[src/rtl/seg7_arbiter_if.sv]
// Display-sharing bus between the CPU and debug requesters and the seg7_arbiter.
// Requesters hold req/data until they see their one-cycle ack pulse.
interface seg7_arbiter_if;
    logic        req_cpu;
    logic [31:0] data_cpu;
    logic        ack_cpu;
    logic        req_dbg;
    logic [31:0] data_dbg;
    logic        ack_dbg;
    logic [31:0] disp_data;
    logic        disp_src;
    logic        busy;

    modport master (
        output req_cpu, data_cpu, req_dbg, data_dbg,
        input  ack_cpu, ack_dbg, disp_data, disp_src, busy
    );

    modport slave (
        input  req_cpu, data_cpu, req_dbg, data_dbg,
        output ack_cpu, ack_dbg, disp_data, disp_src, busy
    );
endinterface

[src/rtl/seg7_arbiter.sv]
// Two-source arbiter for the 8-digit display with a minimum dwell per grant.
// Define SEG_RR_EN for round-robin tie breaking; otherwise the CPU wins every tie.
module seg7_arbiter #(
    parameter int unsigned HOLD_CYCLES = 32'd50_000_000
) (
    input  logic          clk,
    input  logic          rst,
    seg7_arbiter_if.slave bus
);

    typedef enum logic {
        ST_IDLE = 1'b0,
        ST_HOLD = 1'b1
    } state_t;

    localparam logic [31:0] RELOAD = HOLD_CYCLES - 32'd1;

    state_t      state_r;
    state_t      state_s;
    logic [31:0] cnt_r;
    logic [31:0] cnt_s;
    logic [31:0] disp_data_r;
    logic [31:0] disp_data_s;
    logic        disp_src_r;
    logic        disp_src_s;
    logic        ack_cpu_r;
    logic        ack_cpu_s;
    logic        ack_dbg_r;
    logic        ack_dbg_s;
    logic        busy_r;
    logic        busy_s;
    logic        last_src_r;
    logic        last_src_s;

    logic        eff_cpu_s;
    logic        eff_dbg_s;
    logic        any_req_s;
    logic        owner_eff_s;
    logic        win_src_s;
    logic        grant_s;
    logic        grant_src_s;

    // A request in its own ack cycle is the word just accepted, so it is masked.
    assign eff_cpu_s   = bus.req_cpu & ~ack_cpu_r;
    assign eff_dbg_s   = bus.req_dbg & ~ack_dbg_r;
    assign any_req_s   = eff_cpu_s | eff_dbg_s;
    assign owner_eff_s = disp_src_r ? eff_dbg_s : eff_cpu_s;

    // Pick the winning source among effective requests (0 = CPU, 1 = debug).
    always_comb begin
        win_src_s = 1'b0;
        if (eff_cpu_s && eff_dbg_s) begin
`ifdef SEG_RR_EN
            win_src_s = ~last_src_r;
`else
            win_src_s = 1'b0;
`endif
        end else if (eff_dbg_s) begin
            win_src_s = 1'b1;
        end else begin
            win_src_s = 1'b0;
        end
    end

    // Next-state and dwell counter logic.
    always_comb begin
        state_s     = state_r;
        cnt_s       = cnt_r;
        grant_s     = 1'b0;
        grant_src_s = win_src_s;
        case (state_r)
            ST_IDLE: begin
                if (any_req_s) begin
                    grant_s = 1'b1;
                end else begin
                    state_s = ST_IDLE;
                end
            end
            ST_HOLD: begin
                if (cnt_r != 32'd0) begin
                    if (owner_eff_s) begin
                        grant_s     = 1'b1;
                        grant_src_s = disp_src_r;
                    end else begin
                        cnt_s = cnt_r - 32'd1;
                    end
                end else if (any_req_s) begin
                    grant_s = 1'b1;
                end else begin
                    state_s = ST_IDLE;
                end
            end
            default: begin
                state_s = ST_IDLE;
                cnt_s   = 32'd0;
            end
        endcase
        if (grant_s) begin
            state_s = ST_HOLD;
            cnt_s   = RELOAD;
        end else begin
            cnt_s = cnt_s;
        end
    end

    // Output register next values; display only moves on a grant.
    always_comb begin
        disp_data_s = disp_data_r;
        disp_src_s  = disp_src_r;
        last_src_s  = last_src_r;
        if (grant_s) begin
            disp_data_s = grant_src_s ? bus.data_dbg : bus.data_cpu;
            disp_src_s  = grant_src_s;
            last_src_s  = grant_src_s;
        end else begin
            disp_data_s = disp_data_r;
        end
        ack_cpu_s = grant_s & ~grant_src_s;
        ack_dbg_s = grant_s & grant_src_s;
        busy_s    = (state_s == ST_HOLD);
    end

    // State and output registers; reset aborts any dwell and pending ack.
    always_ff @(posedge clk or posedge rst) begin
        if (rst) begin
            state_r     <= ST_IDLE;
            cnt_r       <= 32'd0;
            disp_data_r <= 32'd0;
            disp_src_r  <= 1'b0;
            ack_cpu_r   <= 1'b0;
            ack_dbg_r   <= 1'b0;
            busy_r      <= 1'b0;
            last_src_r  <= 1'b0;
        end else begin
            state_r     <= state_s;
            cnt_r       <= cnt_s;
            disp_data_r <= disp_data_s;
            disp_src_r  <= disp_src_s;
            ack_cpu_r   <= ack_cpu_s;
            ack_dbg_r   <= ack_dbg_s;
            busy_r      <= busy_s;
            last_src_r  <= last_src_s;
        end
    end

    assign bus.disp_data = disp_data_r;
    assign bus.disp_src  = disp_src_r;
    assign bus.ack_cpu   = ack_cpu_r;
    assign bus.ack_dbg   = ack_dbg_r;
    assign bus.busy      = busy_r;

endmodule

[src/flat_wrapper.sv]
// flat-port wrapper written by rule: the top's interface ports become plain ports
module seg7_arbiter_flat 
#(
    parameter int unsigned HOLD_CYCLES = 32'd50_000_000
)
  (clk, rst, bus_req_cpu, bus_data_cpu, bus_req_dbg, bus_data_dbg, bus_ack_cpu, bus_ack_dbg, bus_disp_data, bus_disp_src, bus_busy);
  seg7_arbiter_if bus_i ();
  input  logic clk;
  input  logic rst;
  input wire logic [$bits(bus_i.req_cpu)-1:0] bus_req_cpu;
  input wire logic [$bits(bus_i.data_cpu)-1:0] bus_data_cpu;
  input wire logic [$bits(bus_i.req_dbg)-1:0] bus_req_dbg;
  input wire logic [$bits(bus_i.data_dbg)-1:0] bus_data_dbg;
  output wire logic [$bits(bus_i.ack_cpu)-1:0] bus_ack_cpu;
  output wire logic [$bits(bus_i.ack_dbg)-1:0] bus_ack_dbg;
  output wire logic [$bits(bus_i.disp_data)-1:0] bus_disp_data;
  output wire logic [$bits(bus_i.disp_src)-1:0] bus_disp_src;
  output wire logic [$bits(bus_i.busy)-1:0] bus_busy;
  assign bus_i.req_cpu = bus_req_cpu;
  assign bus_i.data_cpu = bus_data_cpu;
  assign bus_i.req_dbg = bus_req_dbg;
  assign bus_i.data_dbg = bus_data_dbg;
  assign bus_ack_cpu = bus_i.ack_cpu;
  assign bus_ack_dbg = bus_i.ack_dbg;
  assign bus_disp_data = bus_i.disp_data;
  assign bus_disp_src = bus_i.disp_src;
  assign bus_busy = bus_i.busy;
  seg7_arbiter #(.HOLD_CYCLES(HOLD_CYCLES)) u_core (.clk(clk), .rst(rst), .bus(bus_i));
endmodule
[config.mk]
export PLATFORM = sky130hd
export DESIGN_NAME = seg7_arbiter_flat
export DESIGN_NICKNAME = d
export VERILOG_FILES = /design/src/rtl/seg7_arbiter_if.sv /design/src/rtl/seg7_arbiter.sv /design/src/flat_wrapper.sv
export SDC_FILE = /design/constraint.sdc
export NUM_CORES = 1
export LEC_CHECK = 0
export ABC_AREA = 0
export CAP_MARGIN = 5
export CORE_UTILIZATION = 38
export DETAILED_ROUTE_END_ITERATION = 8
export GPL_ROUTABILITY_DRIVEN = 0
export PLACE_DENSITY = 0.72
export SETUP_SLACK_MARGIN = 0.4
export SLEW_MARGIN = 40
export SYNTH_ARGS = -nofsm -noshare
export SYNTH_HDL_FRONTEND = slang
export SYNTH_SLANG_ARGS = --single-unit
[constraint.sdc]
create_clock -name clk -period 2.9 [get_ports clk]
set_clock_uncertainty 0.1 [all_clocks]
set_input_delay 0.29 -clock clk [delete_from_list [all_inputs] [get_ports clk]]
set_output_delay 0.29 -clock clk [all_outputs]
set_load 0.02 [all_outputs]
== After elaboration in Yosys (flattened, before gate mapping) ==
Cells that the tools add are included.
Widths: inputs -> output; s select.

* $add $sub $neg: 1
* Bitwise gates (word level): 9
* Multiplexer cells: 18
* Eq/ne operators: 1
* Reductions and logical operators: 5

{| class="wikitable"
|+ Operator list
! cell !! count
|-
| $mux 32 || 5
|-
| $reduce_bool 32->1 || 1
|-
| $sub 32x1->32 const B || 1
|-
| $mux 1 || 11
|-
| $and 1x1->1 || 4
|-
| $not 1->1 || 4
|-
| $pmux 1 s2 || 2
|-
| $reduce_bool 2->1 || 2
|-
| $reduce_and 3->1 || 1
|-
| $ne 2x2->1 const B || 1
|-
| $logic_and 1x1->1 || 1
|-
| $or 1x1->1 || 1
|}

* Input port bits: 68
* Register bits: 68

== Depth between registers and ports, before layout ==
* Depth in word-level cells: 9
* Mapped depth: 11
* Depth with buffers taken out: 9

== Worst setup path after synthesis ==
No wires, ideal clock.

* Path kind: register -> register
* From: register u_core.cnt_r[23]
* To: register u_core.disp_data_r[0], in the netlist u_core.bus.disp_data[0]
* Buffers on the path: 2
* Arrival time: 2,169 ps
* Required time: 2,663 ps
* Setup time: 137 ps
* Cell stages (with the launch flop): 9
* Slack: 494 ps
* Cells stage by stage: dfrtp_1 > or4_4 > nor4b_4 > nand4_1 > a31o_1 > buf_2 > buf_4 > o22ai_1 > a21oi_1

* Longest elaborated chain between the ends: 4

{| class="wikitable"
|+ Ends and longest elaborated chain
! what !! line !! text
|-
| start: declaration || seg7_arbiter.sv:20 || <nowiki>logic [31:0] cnt_r;</nowiki>
|-
| start signal: assignment || seg7_arbiter.sv:136 || <nowiki>cnt_r <= cnt_s;</nowiki>
|-
| $reduce_bool 32->1 * || seg7_arbiter.sv:80 || <nowiki>if (cnt_r != 32'd0) begin</nowiki>
|-
| $mux 1 || seg7_arbiter.sv:80 ||
|-
| $mux 1 || seg7_arbiter.sv:71 || <nowiki>case (state_r)</nowiki>
|-
| $mux 32 || seg7_arbiter.sv:112 || <nowiki>disp_data_s = grant_src_s ? bus.data_dbg : bus.data_cpu;</nowiki>
|-
| end signal: assignment || seg7_arbiter.sv:137 || <nowiki>disp_data_r <= disp_data_s;</nowiki>
|-
| end: declaration || seg7_arbiter.sv:22 || <nowiki>logic [31:0] disp_data_r;</nowiki>
|}

Mark *: on every way between the ends. The rest lies on a longest branch, timed or not.
A chain may end at the register's enable or synchronous reset.

== Final worst setup path ==
* From: register u_core.cnt_r[24]
* To: register u_core.disp_data_r[10], in the netlist u_core.bus.disp_data[10]

Same word-level chain as after synthesis.

==> impl_metrics.yaml <==
yosys:
  synth_top_area_cell: "dfrtp_1"
  yosysMostFrequentCell: "dfrtp_1"
  ys.flop_type: "dfrtp_1"
  synth_edf_count: 0
  yosysUniqueCellTypes: 46
  synth.top_cells.by_count: "dfrtp_1, nor2_1, a21oi_1, o22ai_1, xor2_1"
  avgSynthCellArea_um2: 9.615
  syn_inst: 349
  synth_top_area_share_pct: 50.71
  ys_async_sr_fraction_pct: 100.0
  netlist_area_um2: 3356
  ys_ff_latch: 68
  ys_seq_area_share_pct: 50.71
  synth_nets: 419
  yosysWarnings: 0
  synth_area_leaders: "dfrtp_1, nor2_1, o22ai_1, xor2_1, a21oi_1"
cts:
  cts_max_level: 3
  cts_sinks: 68
  clock_latency_ns: 0.35
  cts_tree: "yes"
  path_clk_slew_ns: 0.08
  cts_buffers: 9
  clockBufferDepth: 2
  cts_root_buf: "clkbuf_8"
sta:
  period_needed_ns: 2.499
  timing.final.crit_share_pct: 86.18
  hold_violations: 0
  layout_setup_ws_ns: 0.4008
  fmax_ghz: 0.4001
  finalSetupViolCount: 0
  slew_viol_final: 0
  rsz0062_at_grt: "true"
  slew_headroom_pct: 46.56
  tightest_slew_ns: 0.7948
  tns_ns: 0
worst_setup_path:
  arrival_ns: 2.67
  r2r_cells: 9
  max_stage_delay_ns: 0.55
  worst_setup_path_end_kind: "flop"
  worstSetupPathType: "reg2reg"
  critical_path_peak_fanout: 12
  crit_chain: "or4_4 > nor4b_4 > buf_4 > a41oi_4 > a21oi_4 > buf_6 > buf_12 > nor2_1 > a21oi_1"
  r2r-start: "u_core.cnt_r[24]"
  cp.required_ns: 3.07
  critPathLaunchType: "flop"
  reg2reg_slack_ns: 0.40
  r2r-end: "u_core.bus.disp_data[10]"
  crit_family: "simple AND/OR/NAND/NOR gates"
  worst-path-buf-inv: 3
  cp_slowest_cell: "or4_4"
final_layout:
  drive_above_1_share_pct: 13.39
  fin_area_um2: 4995
  nets: 543
  num_antenna_cells: 0
  finalNonFillerCells: 583
  area_growth_syn_to_layout_pct: 48.84
power:
  vdd_drop_max_uv: 435.9
  leakagePower_nw: 1.935
  pwr_density_cell_nw_per_um2: 726.8
placed_design:
  dp.cells: 547
  pre_cts_ws_ns: 0.2536
  io_buffers: 103
  post-dp-hpwl_um: 5965
  place_area_um2: 4533
status:
  outcome: "finished clean"
die:
  die_height_um: 95.97
  io_pins: 104
  coreArea_um2: 8382
  dieArea_um2: 9210
  fp-row-count: 33
  start_util_pct: 40.04
  die_w_um: 95.97
detailed_routing:
  ant_nets: 0
  drt_iter0_drc: 164
  drt_pass1_iterations: 4
  routed_wl_um: 9444
  drc: 0
  num_vias: 3167
  avgRoutedWirePerCell_um: 16.20
  vias_per_cell: 5.432
flow_run:
  maxCapViolCount: 0
global_route:
  antenna_found_initial: 0
  grt_overflow: 0
  grt_util_all_layers_pct: 21.89
  grt_max_degree: 41
  grt_pass1_vias: 3197
  grt_pass1_wl_um: 15300
min_path:
  hold_path.class: "in2async"
[how the worst max path moves through the flow]
| stage | startpoint | endpoint | slack, ns | depth (start not counted) |
|---|---|---|---|---|
| after global placement | u_core.cnt_r[23] | u_core.bus.disp_data[2] | 0.32 | 7 |
| after detailed placement | bus_req_cpu | u_core.cnt_r[12] | 0.25 | 7 |
| after CTS | u_core.cnt_r[2] | u_core.bus.disp_data[4] | 0.39 | 9 |
| final | u_core.cnt_r[24] | u_core.bus.disp_data[10] | 0.40 | 9 |
| after floorplan | u_core.cnt_r[23] | u_core.bus.disp_data[0] | 0.49 | 8 |
| after global routing | u_core.cnt_r[24] | u_core.bus.disp_data[10] | 0.30 | 9 |
[worst register-to-register path, cell delays in order (launching register included)]
cell	delay (ns)
dfrtp_1	0.43
or4_4	0.55
nor4b_4	0.35
buf_4	0.18
a41oi_4	0.16
a21oi_4	0.22
buf_6	0.13
buf_12	0.13
nor2_1	0.06
a21oi_1	0.13
[placed cells by master, fill, tap and decap left out, types with 5 or more instances in the layout]
master           instances
clkdlybuf4s50_1        103
dfrtp_1                 68
nor2_1                  60
a21oi_1                 34
o22ai_1                 32
xor2_1                  21
nand2_1                 19
buf_4                   17
nand3_1                 15
clkbuf_8                10
nor3_1                   8
buf_12                   6
nand4_1                  5
xnor2_1                  5
[repair_timing]
| item | in CTS | in global routing |
|---|---|---|
| cloned | 3 | 1 |
| hold buffers | 0 | 0 |
| pin swaps | 6 | 10 |
| resized for setup | 8 | 6 |
| buffers inserted | 13 | 3 |
| endpoints found under the setup margin | 48 | 62 |
[flip-flops by register name, indices dropped and copies added, names as in the netlist]
signal and count:
u_core.bus.ack_cpu 1, u_core.bus.ack_dbg 1, u_core.bus.disp_data 32, u_core.bus.disp_src 1, u_core.cnt_r 32, u_core.state_r 1
[stage by stage]
stage               total power [mW]  utilization (%)  hold slack, ns
finish                         3.630            59.59          0.2365
global route                   3.811            59.59          0.3060
CTS                            3.627            58.71          0.2555
detailed placement             2.807            54.08          0.4080
global placement               2.787            54.08          0.3973
floorplan                      2.091                -          0.3780
[power breakdown]
part / switching [mW] / total (mW) / internal, mW / leakage (nW)
Clock: 0.395 / 0.736 / 0.341 / 0.0897
Sequential: 0.159 / 1.35 / 1.19 / 0.767
Combinational: 0.795 / 1.55 / 0.751 / 1.08
[routing by layer]
metal  vias to the layer above  global-route usage [%]  part of all wire [%]
met1                      1525                   27.92                    42
met2                       136                   34.11                    48
met5                         -                       0                     0
met4                         0                   8.706                   1.3
li1                       1491                       -                     -
met3                        15                   7.583                   8.7
[logic make-up (layout without fill, tap and decap cells)]
family	Yosys count	count (layout)	synth area share, %
DFF	68	68	50.71
and+or+nand+nor	142	142	21.55
AOI/OAI and AO/OA	86	86	16.07
xor gates and xnor gates	26	26	6.786
adders and majority gates	2	2	0.7456
buffers and inverters	25	154	4.138
[cell type report]
class / count / area [um2]
fill: 693 / 3387
sequential: 68 / 1702
multi-input combinational: 256 / 1568
timing repair buffer: 132 / 1386
clock buffer: 10 / 137.6
tap: 105 / 131.4
clock inverter: 6 / 46.29
inverter: 6 / 23.77
(Power assumes the default switching activity.)
